**src/rtl/key_ctrl_pkg.sv**
```systemverilog
// rtl/key_ctrl_pkg.sv - shared event codes and hold FSM states for the key event controller
package key_ctrl_pkg;

    localparam logic [1:0] EVT_PRESS  = 2'd0;
    localparam logic [1:0] EVT_LONG   = 2'd1;
    localparam logic [1:0] EVT_REPEAT = 2'd2;

    typedef enum logic [1:0] {
        ST_IDLE   = 2'd0,
        ST_HOLD   = 2'd1,
        ST_REPEAT = 2'd2
    } hold_state_t;

endpackage

```
**src/rtl/key_event_controller_if.sv**
```systemverilog
// rtl/key_event_controller_if.sv - key event stream handshake bundle
// master (controller): drives evt_valid, evt_key, evt_type, evt_overrun; samples evt_ready
// slave  (consumer)  : samples the event fields; drives evt_ready
interface key_evt_if #(
    parameter int N_KEYS = 5
);
    localparam int KW = $clog2(N_KEYS);

    logic          evt_valid;
    logic          evt_ready;
    logic [KW-1:0] evt_key;
    logic [1:0]    evt_type;
    logic          evt_overrun;

    modport master (
        output evt_valid, evt_key, evt_type, evt_overrun,
        input  evt_ready
    );

    modport slave (
        input  evt_valid, evt_key, evt_type, evt_overrun,
        output evt_ready
    );
endinterface

```
**src/rtl/key_event_controller_tick_gen.sv**
```systemverilog
// rtl/key_event_controller_tick_gen.sv - free-running hold-timer tick divider
// clk, rst_n : clock, synchronous active-low reset
// tick       : one-cycle pulse every TICK_DIV cycles (when count == TICK_DIV-1)
module tick_gen #(
    parameter int TICK_DIV = 100000
) (
    input  logic clk,
    input  logic rst_n,
    output logic tick
);
    localparam int CW = (TICK_DIV > 1) ? $clog2(TICK_DIV) : 1;

    logic [CW-1:0] r_cnt;
    logic          w_last;

    assign w_last = (r_cnt == CW'(TICK_DIV - 1));
    assign tick   = w_last;

    always_ff @(posedge clk) begin
        if (!rst_n) begin
            r_cnt <= '0;
        end else if (w_last) begin
            r_cnt <= '0;
        end else begin
            r_cnt <= r_cnt + 1'b1;
        end
    end
endmodule

```
**src/rtl/key_event_controller.sv**
```systemverilog
// rtl/key_event_controller.sv - turns debounced key levels into PRESS/LONG/REPEAT events
// clk, rst_n : clock, synchronous active-low reset
// key_level  : debounced key levels, 1 = pressed
// evt        : event stream (valid/ready, key index, type, overrun pulse)
import key_ctrl_pkg::*;

module key_event_controller #(
    parameter int N_KEYS       = 5,
    parameter int TICK_DIV     = 100000,
    parameter int LONG_TICKS   = 800,
    parameter int REPEAT_TICKS = 200
) (
    input  logic              clk,
    input  logic              rst_n,
    input  logic [N_KEYS-1:0] key_level,
    key_evt_if.master         evt
);
    localparam int KW   = $clog2(N_KEYS);
    localparam int HMAX = (LONG_TICKS > REPEAT_TICKS) ? LONG_TICKS : REPEAT_TICKS;
    localparam int HW   = $clog2(HMAX + 1);

    logic [N_KEYS-1:0] r_key_prev, r_pending;
    logic [KW-1:0]     r_rr_ptr, r_key, r_trk;
    logic              r_valid, r_overrun, r_long_pend;
    logic [1:0]        r_type, r_long_type;
    logic [HW-1:0]     r_hc;
    hold_state_t       r_state;

    logic [N_KEYS-1:0] w_rise, w_req, w_gnt_vec, w_pending_n;
    logic [KW:0]       w_scan;
    logic [KW-1:0]     w_gnt_idx, w_trk_n;
    logic              w_found, w_free, w_grant, w_load_long, w_tick, w_lp_n;
    logic [1:0]        w_lt_n;
    logic [HW-1:0]     w_hc_n;
    hold_state_t       w_state_n;

    tick_gen #(.TICK_DIV(TICK_DIV)) u_tick (.clk(clk), .rst_n(rst_n), .tick(w_tick));

    // A fresh rise competes in the same cycle as already-pending keys, giving
    // one cycle from rise to evt_valid when the slot is free.
    assign w_rise      = key_level & ~r_key_prev;
    assign w_req       = r_pending | w_rise;
    assign w_free      = ~r_valid | evt.evt_ready;
    assign w_grant     = w_free & w_found;
    assign w_load_long = w_free & ~w_found & r_long_pend;

    // Round-robin scan starting at r_rr_ptr, wrapping N_KEYS-1 -> 0.
    always_comb begin
        w_found   = 1'b0;
        w_gnt_idx = '0;
        w_scan    = '0;
        for (int j = 0; j < N_KEYS; j++) begin
            w_scan = {1'b0, r_rr_ptr} + (KW+1)'(j);
            if (w_scan >= (KW+1)'(N_KEYS)) w_scan = w_scan - (KW+1)'(N_KEYS);
            if (!w_found && w_req[w_scan[KW-1:0]]) begin
                w_found   = 1'b1;
                w_gnt_idx = w_scan[KW-1:0];
            end
        end
    end

    // A granted key keeps its pending bit only if it was already pending and
    // rose again this cycle (a second press queued behind the one just sent).
    always_comb begin
        w_gnt_vec = '0;
        if (w_grant) w_gnt_vec[w_gnt_idx] = 1'b1;
        for (int i = 0; i < N_KEYS; i++) begin
            w_pending_n[i] = w_gnt_vec[i] ? (r_pending[i] & w_rise[i])
                                          : (r_pending[i] | w_rise[i]);
        end
    end

    // Hold FSM next state. A PRESS grant always retracks; release discards any
    // unsent LONG/REPEAT; a threshold hit while long_pend is set just re-arms it.
    always_comb begin
        w_state_n = r_state;
        w_trk_n   = r_trk;
        w_hc_n    = r_hc;
        w_lp_n    = r_long_pend;
        w_lt_n    = r_long_type;
        if (w_load_long) w_lp_n = 1'b0;
        if (w_grant) begin
            w_state_n = ST_HOLD;
            w_trk_n   = w_gnt_idx;
            w_hc_n    = '0;
            w_lp_n    = 1'b0;
        end else begin
            case (r_state)
                ST_HOLD, ST_REPEAT: begin
                    if (!key_level[r_trk]) begin
                        w_state_n = ST_IDLE;
                        w_hc_n    = '0;
                        w_lp_n    = 1'b0;
                    end else if (w_tick) begin
                        if ((r_state == ST_HOLD && r_hc == HW'(LONG_TICKS - 1)) ||
                            (r_state == ST_REPEAT && r_hc == HW'(REPEAT_TICKS - 1))) begin
                            w_lp_n    = 1'b1;
                            w_lt_n    = (r_state == ST_HOLD) ? EVT_LONG : EVT_REPEAT;
                            w_hc_n    = '0;
                            w_state_n = ST_REPEAT;
                        end else begin
                            w_hc_n = r_hc + 1'b1;
                        end
                    end
                end
                default: ;
            endcase
        end
    end

    always_ff @(posedge clk) begin
        if (!rst_n) begin
            r_state     <= ST_IDLE;
            r_trk       <= '0;
            r_hc        <= '0;
            r_long_pend <= 1'b0;
            r_long_type <= EVT_PRESS;
        end else begin
            r_state     <= w_state_n;
            r_trk       <= w_trk_n;
            r_hc        <= w_hc_n;
            r_long_pend <= w_lp_n;
            r_long_type <= w_lt_n;
        end
    end

    always_ff @(posedge clk) begin
        if (!rst_n) begin
            r_key_prev <= '0;
            r_pending  <= '0;
            r_rr_ptr   <= '0;
            r_valid    <= 1'b0;
            r_key      <= '0;
            r_type     <= EVT_PRESS;
            r_overrun  <= 1'b0;
        end else begin
            r_key_prev <= key_level;
            r_pending  <= w_pending_n;
            r_overrun  <= |(w_rise & r_pending & ~w_gnt_vec);
            if (w_grant) begin
                r_rr_ptr <= (w_gnt_idx == KW'(N_KEYS - 1)) ? '0 : w_gnt_idx + 1'b1;
            end
            if (w_free) begin
                if (w_grant) begin
                    r_valid <= 1'b1;
                    r_key   <= w_gnt_idx;
                    r_type  <= EVT_PRESS;
                end else if (r_long_pend) begin
                    r_valid <= 1'b1;
                    r_key   <= r_trk;
                    r_type  <= r_long_type;
                end else begin
                    r_valid <= 1'b0;
                end
            end
        end
    end

    assign evt.evt_valid   = r_valid;
    assign evt.evt_key     = r_key;
    assign evt.evt_type    = r_type;
    assign evt.evt_overrun = r_overrun;
endmodule

```
**src/flat_wrapper.sv**
```systemverilog
// flat-port wrapper written by rule: the top's interface ports become plain ports
module key_event_controller_flat 
#(
    parameter int N_KEYS       = 5,
    parameter int TICK_DIV     = 100000,
    parameter int LONG_TICKS   = 800,
    parameter int REPEAT_TICKS = 200
)
  (clk, rst_n, key_level, evt_evt_valid, evt_evt_key, evt_evt_type, evt_evt_overrun, evt_evt_ready);
  key_evt_if #(.N_KEYS(N_KEYS)) evt_i ();
  input  logic clk;
  input  logic rst_n;
  input  logic [N_KEYS-1:0] key_level;
  output wire logic [$bits(evt_i.evt_valid)-1:0] evt_evt_valid;
  output wire logic [$bits(evt_i.evt_key)-1:0] evt_evt_key;
  output wire logic [$bits(evt_i.evt_type)-1:0] evt_evt_type;
  output wire logic [$bits(evt_i.evt_overrun)-1:0] evt_evt_overrun;
  input wire logic [$bits(evt_i.evt_ready)-1:0] evt_evt_ready;
  assign evt_evt_valid = evt_i.evt_valid;
  assign evt_evt_key = evt_i.evt_key;
  assign evt_evt_type = evt_i.evt_type;
  assign evt_evt_overrun = evt_i.evt_overrun;
  assign evt_i.evt_ready = evt_evt_ready;
  key_event_controller #(.N_KEYS(N_KEYS), .TICK_DIV(TICK_DIV), .LONG_TICKS(LONG_TICKS), .REPEAT_TICKS(REPEAT_TICKS)) u_core (.clk(clk), .rst_n(rst_n), .key_level(key_level), .evt(evt_i));
endmodule
```
**config.mk**
```make
export PLATFORM = sky130hd
export DESIGN_NAME = key_event_controller_flat
export DESIGN_NICKNAME = d
export VERILOG_FILES = /design/src/rtl/key_ctrl_pkg.sv /design/src/rtl/key_event_controller_if.sv /design/src/rtl/key_event_controller_tick_gen.sv /design/src/rtl/key_event_controller.sv /design/src/flat_wrapper.sv
export SDC_FILE = /design/constraint.sdc
export NUM_CORES = 1
export LEC_CHECK = 0
export ABC_AREA = 1
export CORE_UTILIZATION = 55
export DETAILED_ROUTE_END_ITERATION = 8
export MAX_ROUTING_LAYER = met4
export PLACE_DENSITY_LB_ADDON = 0.15
export SLEW_MARGIN = 20
export SYNTH_ARGS = -nofsm -noshare
export SYNTH_HDL_FRONTEND = slang
export SYNTH_SLANG_ARGS = --single-unit
```
**constraint.sdc**
```tcl
create_clock -name clk -period 2.8 [get_ports clk]
set_input_delay 0.56 -clock clk [delete_from_list [all_inputs] [get_ports clk]]
set_output_delay 0.56 -clock clk [all_outputs]
set_load 0.005 [all_outputs]
```
==> impl_metrics.py <==
metrics = {
    "power": {
        "p_leak_nw": 1.98,
        "vdd_drop_max_uv": 645,
        "cellPowerDensity_nw_per_um2": 1230,
    },
    "setup_path": {
        "cp.required_ns": 3.03,
        "reg2reg_to": "u_core.r_rr_ptr[0]",
        "worstRegToRegCells": 19,
        "r2r_start": "u_core.r_rr_ptr[0]",
        "endpoint_kind": "flop",
        "reg2reg_slack_ns": -0.15,
        "crit_arrival_ns": 3.18,
        "cp-start-kind": "flop",
        "worstSetupPathType": "flop to flop",
        "cp_max_fo": 12,
    },
    "routing": {
        "vias": 3557,
        "remaining_drc_errors": 0,
        "wl_per_cell_microns": 13.9,
        "routed_wl_mm": 9.06,
        "drtIter0Drc": 201,
        "vias_per_cell": 5.47,
        "dr.pass1.iters": 6,
        "final_antenna_net_count": 0,
    },
    "sta": {
        "timing.final.crit_period_ns": 2.95,
        "min_period_over_period_pct": 105,
        "tightest_slew_ns": 0.472,
        "fmax_mhz": 339,
        "hold_ws_ns": 0.465,
        "rsz0062_at_grt": "true",
        "finalSetupViolCount": 23,
        "fin_ws_ns": -0.148,
        "hold_violations": 0,
        "drv_slew": 0,
        "finClkSkew_ns": 0.0109,
        "slew_headroom_pct": 68.2,
    },
    "clocking": {
        "clk_latency_ns": 0.31,
        "root_buffer": "clkbuf_8",
        "cts.clk_slew.worst_paths_ns": 0.10,
        "cts_hold_buf": 0,
        "htreeDepth": 2,
        "cts.sinks": 55,
        "numCtsBuffers": 5,
        "tritoncts": "done",
        "cts_buffer_depth": 2,
    },
    "synth": {
        "yosysSeqAreaShare_pct": 32.2,
        "yosysWarnings": 0,
        "avgSynthCellArea_sq_um": 6.82,
        "syn_inst": 501,
        "yosysTopAreaCellShare_pct": 32.2,
        "synth_edf_count": 0,
        "synth_most_common_cell": "nand2_1",
        "synth_area_leaders": "dfxtp_1 32%, nand2_1 11%, inv_1 8.2%",
        "async_reset_ff_share_pct": 0,
        "ys.flop_type": "dfxtp_1",
        "ys_ff_latch": 55,
        "synth_top_area_cell": "dfxtp_1",
        "synth_nets": 524,
        "synth_area_sq_um": 3420,
        "synth_commonest_cells": "102 x nand2_1, 75 x inv_1, 62 x nor2_1",
        "synth.distinct_cells": 43,
    },
    "place": {
        "place_ws_ns": -0.174,
        "gp_congestion": 1.04,
        "hpwl_mm": 6.24,
        "port-buffer-count": 14,
        "dp.cells": 636,
        "dpl_cell_area_sq_um": 4010,
    },
    "global_routing": {
        "grt_pass1_vias": 3070,
        "grt_pass1_wl_mm": 13.4,
        "grt-ovfl-total": 0,
        "grt_max_degree": 17,
        "grt.total_usage_pct": 26.8,
        "antenna_found_initial": 0,
    },
    "floorplanning": {
        "core_sq_um": 5960,
        "rows": 28,
        "initial_core_util_pct": 57.4,
        "die_w_microns": 80.8,
        "ios": 15,
        "dieArea_sq_um": 6530,
        "dieHeight_microns": 80.8,
    },
    "final_layout": {
        "drive_gt1_share_pct": 26.6,
        "finish.instance_area_sq_um": 4430,
        "areaGrowthSynthToFinish_pct": 29.6,
        "final_cells": 650,
        "nNetsFinal": 598,
        "diodes": 0,
    },
    "run_status": {
        "violations": "setup timing",
        "status": "finished with violations",
    },
    "hold_path": {
        "hold_path_class": "flop to flop",
        "min_to": "u_core.u_tick.r_cnt[0]",
        "hold_start": "u_core.u_tick.r_cnt[0]",
        "whs_path_depth": 1,
    },
    "run": {
        "cap_violations": 0,
    },
}
power by group:
group | internal, mW | leakage, nW | switching, mW
Sequential | 0.901 | 0.450 | 0.0635
Combinational | 1.71 | 1.49 | 2.33
Clock | 0.172 | 0.0440 | 0.262
Total | 2.78 | 1.98 | 2.65
how the worst max path moves through the flow:
stage | startpoint | endpoint | slack (ns) | cells past startpoint
2_1_floorplan | u_core.r_rr_ptr[0] | u_core.r_rr_ptr[0] | 0.02 | 20
3_3_place_gp | key_level[0] | u_core.r_rr_ptr[0] | -0.19 | 17
3_5_place_dp | key_level[0] | u_core.r_rr_ptr[0] | -0.17 | 17
4_1_cts | u_core.r_rr_ptr[0] | u_core.r_rr_ptr[0] | -0.03 | 20
5_1_grt | u_core.r_rr_ptr[0] | u_core.r_rr_ptr[0] | -0.28 | 19
6_report | u_core.r_rr_ptr[0] | u_core.r_rr_ptr[0] | -0.15 | 19
kinds of logic after synthesis:
kind of cell	after synthesis	share of synthesized area (%)
AO/OA/AOI/OAI	67	12.5
XOR/XNOR	12	3.08
adder cells (fa/ha/maj)	15	5.71
buffers and inverters	88	10.3
flip-flops	55	32.2
AND/OR/NAND/NOR	264	36.3
stage by stage:
step	power, mW	TNS (ns)	utilization, %
2_1_floorplan	3.02	0	-
3_3_place_gp	4.13	-1.01	67.3
3_5_place_dp	4.16	-1.59	67.3
4_1_cts	4.68	-0.0585	69.2
5_1_grt	5.85	-4.76	74.3
6_report	5.44	-1.14	74.3
area by class of cell:
cell class,count,area [sq um]
fill,468,1530
tap,75,93.8
multi-input combinational,358,2230
timing repair buffer,72,599
clock buffer,5,68.8
inverter,83,317
clock inverter,2,13.8
sequential,55,1110
critical path: stages, from the launching register on:
cell and delay, ns:
dfxtp_2 0.35, buf_6 0.19, ha_2 0.22, nand2_2 0.10
nand2_4 0.12, nand2_1 0.09, o21ai_1 0.17, nand3_1 0.12
nand2_1 0.11, nand2_2 0.09, nand2_4 0.11, nand3_4 0.11
nor2_8 0.17, nand4_1 0.12, nand3_2 0.16, inv_2 0.07
ha_4 0.16, a211oi_2 0.25, nand2_1 0.08, o21ai_1 0.10
layer usage:
metal | up-vias | track usage [%] | share of wire (%)
li1 | 1771 | - | -
met3 | 27 | 4.61 | 4.2
met2 | 101 | 46.3 | 51
met4 | 0 | 8.04 | 2.5
met1 | 1658 | 31.7 | 42
met5 | - | - | 0
cells in the final DEF (no fill, tap or decap), drive strengths merged:
cell type / netlist / routed
nand2: 110 / 110
inv: 83 / 83
nor2: 66 / 66
buf: 2 / 58
dfxtp: 55 / 55
nand3: 50 / 50
o21ai: 23 / 23
a21oi: 22 / 22
nor3: 21 / 21
clkdlybuf4s50: 0 / 14
ha: 14 / 14
nand4: 11 / 11
o211ai: 10 / 10
xor2: 9 / 9
clkbuf: 2 / 5
nor4: 3 / 3
xnor2: 3 / 3
o21a: 2 / 2
or2: 2 / 2
a211oi: 2 / 2
o22ai: 2 / 2
clkinv: 0 / 2
a22oi: 1 / 1
o31ai: 1 / 1
a2bb2oi: 1 / 1
a41oi: 1 / 1
o41ai: 1 / 1
a31oi: 1 / 1
nor3b: 1 / 1
fa: 1 / 1
state kept, by name, summed over array words and instances, names as in the netlist:
name / flops
u_core.evt.evt_key: 3
u_core.evt.evt_overrun: 1
u_core.evt.evt_type: 2
u_core.evt.evt_valid: 1
u_core.r_hc: 10
u_core.r_key_prev: 5
u_core.r_long_pend: 1
u_core.r_long_type: 2
u_core.r_pending: 5
u_core.r_rr_ptr: 3
u_core.r_state: 2
u_core.r_trk: 3
u_core.u_tick.r_cnt: 17
what timing repair did:
item	CTS	global route
resized for setup	13	58
endpoints found under the setup margin	27	31
setup buffers	0	8
hold endpoints to repair	0	0
pin swaps	9	19
Note: power is estimated with default switching activity, not from simulation.
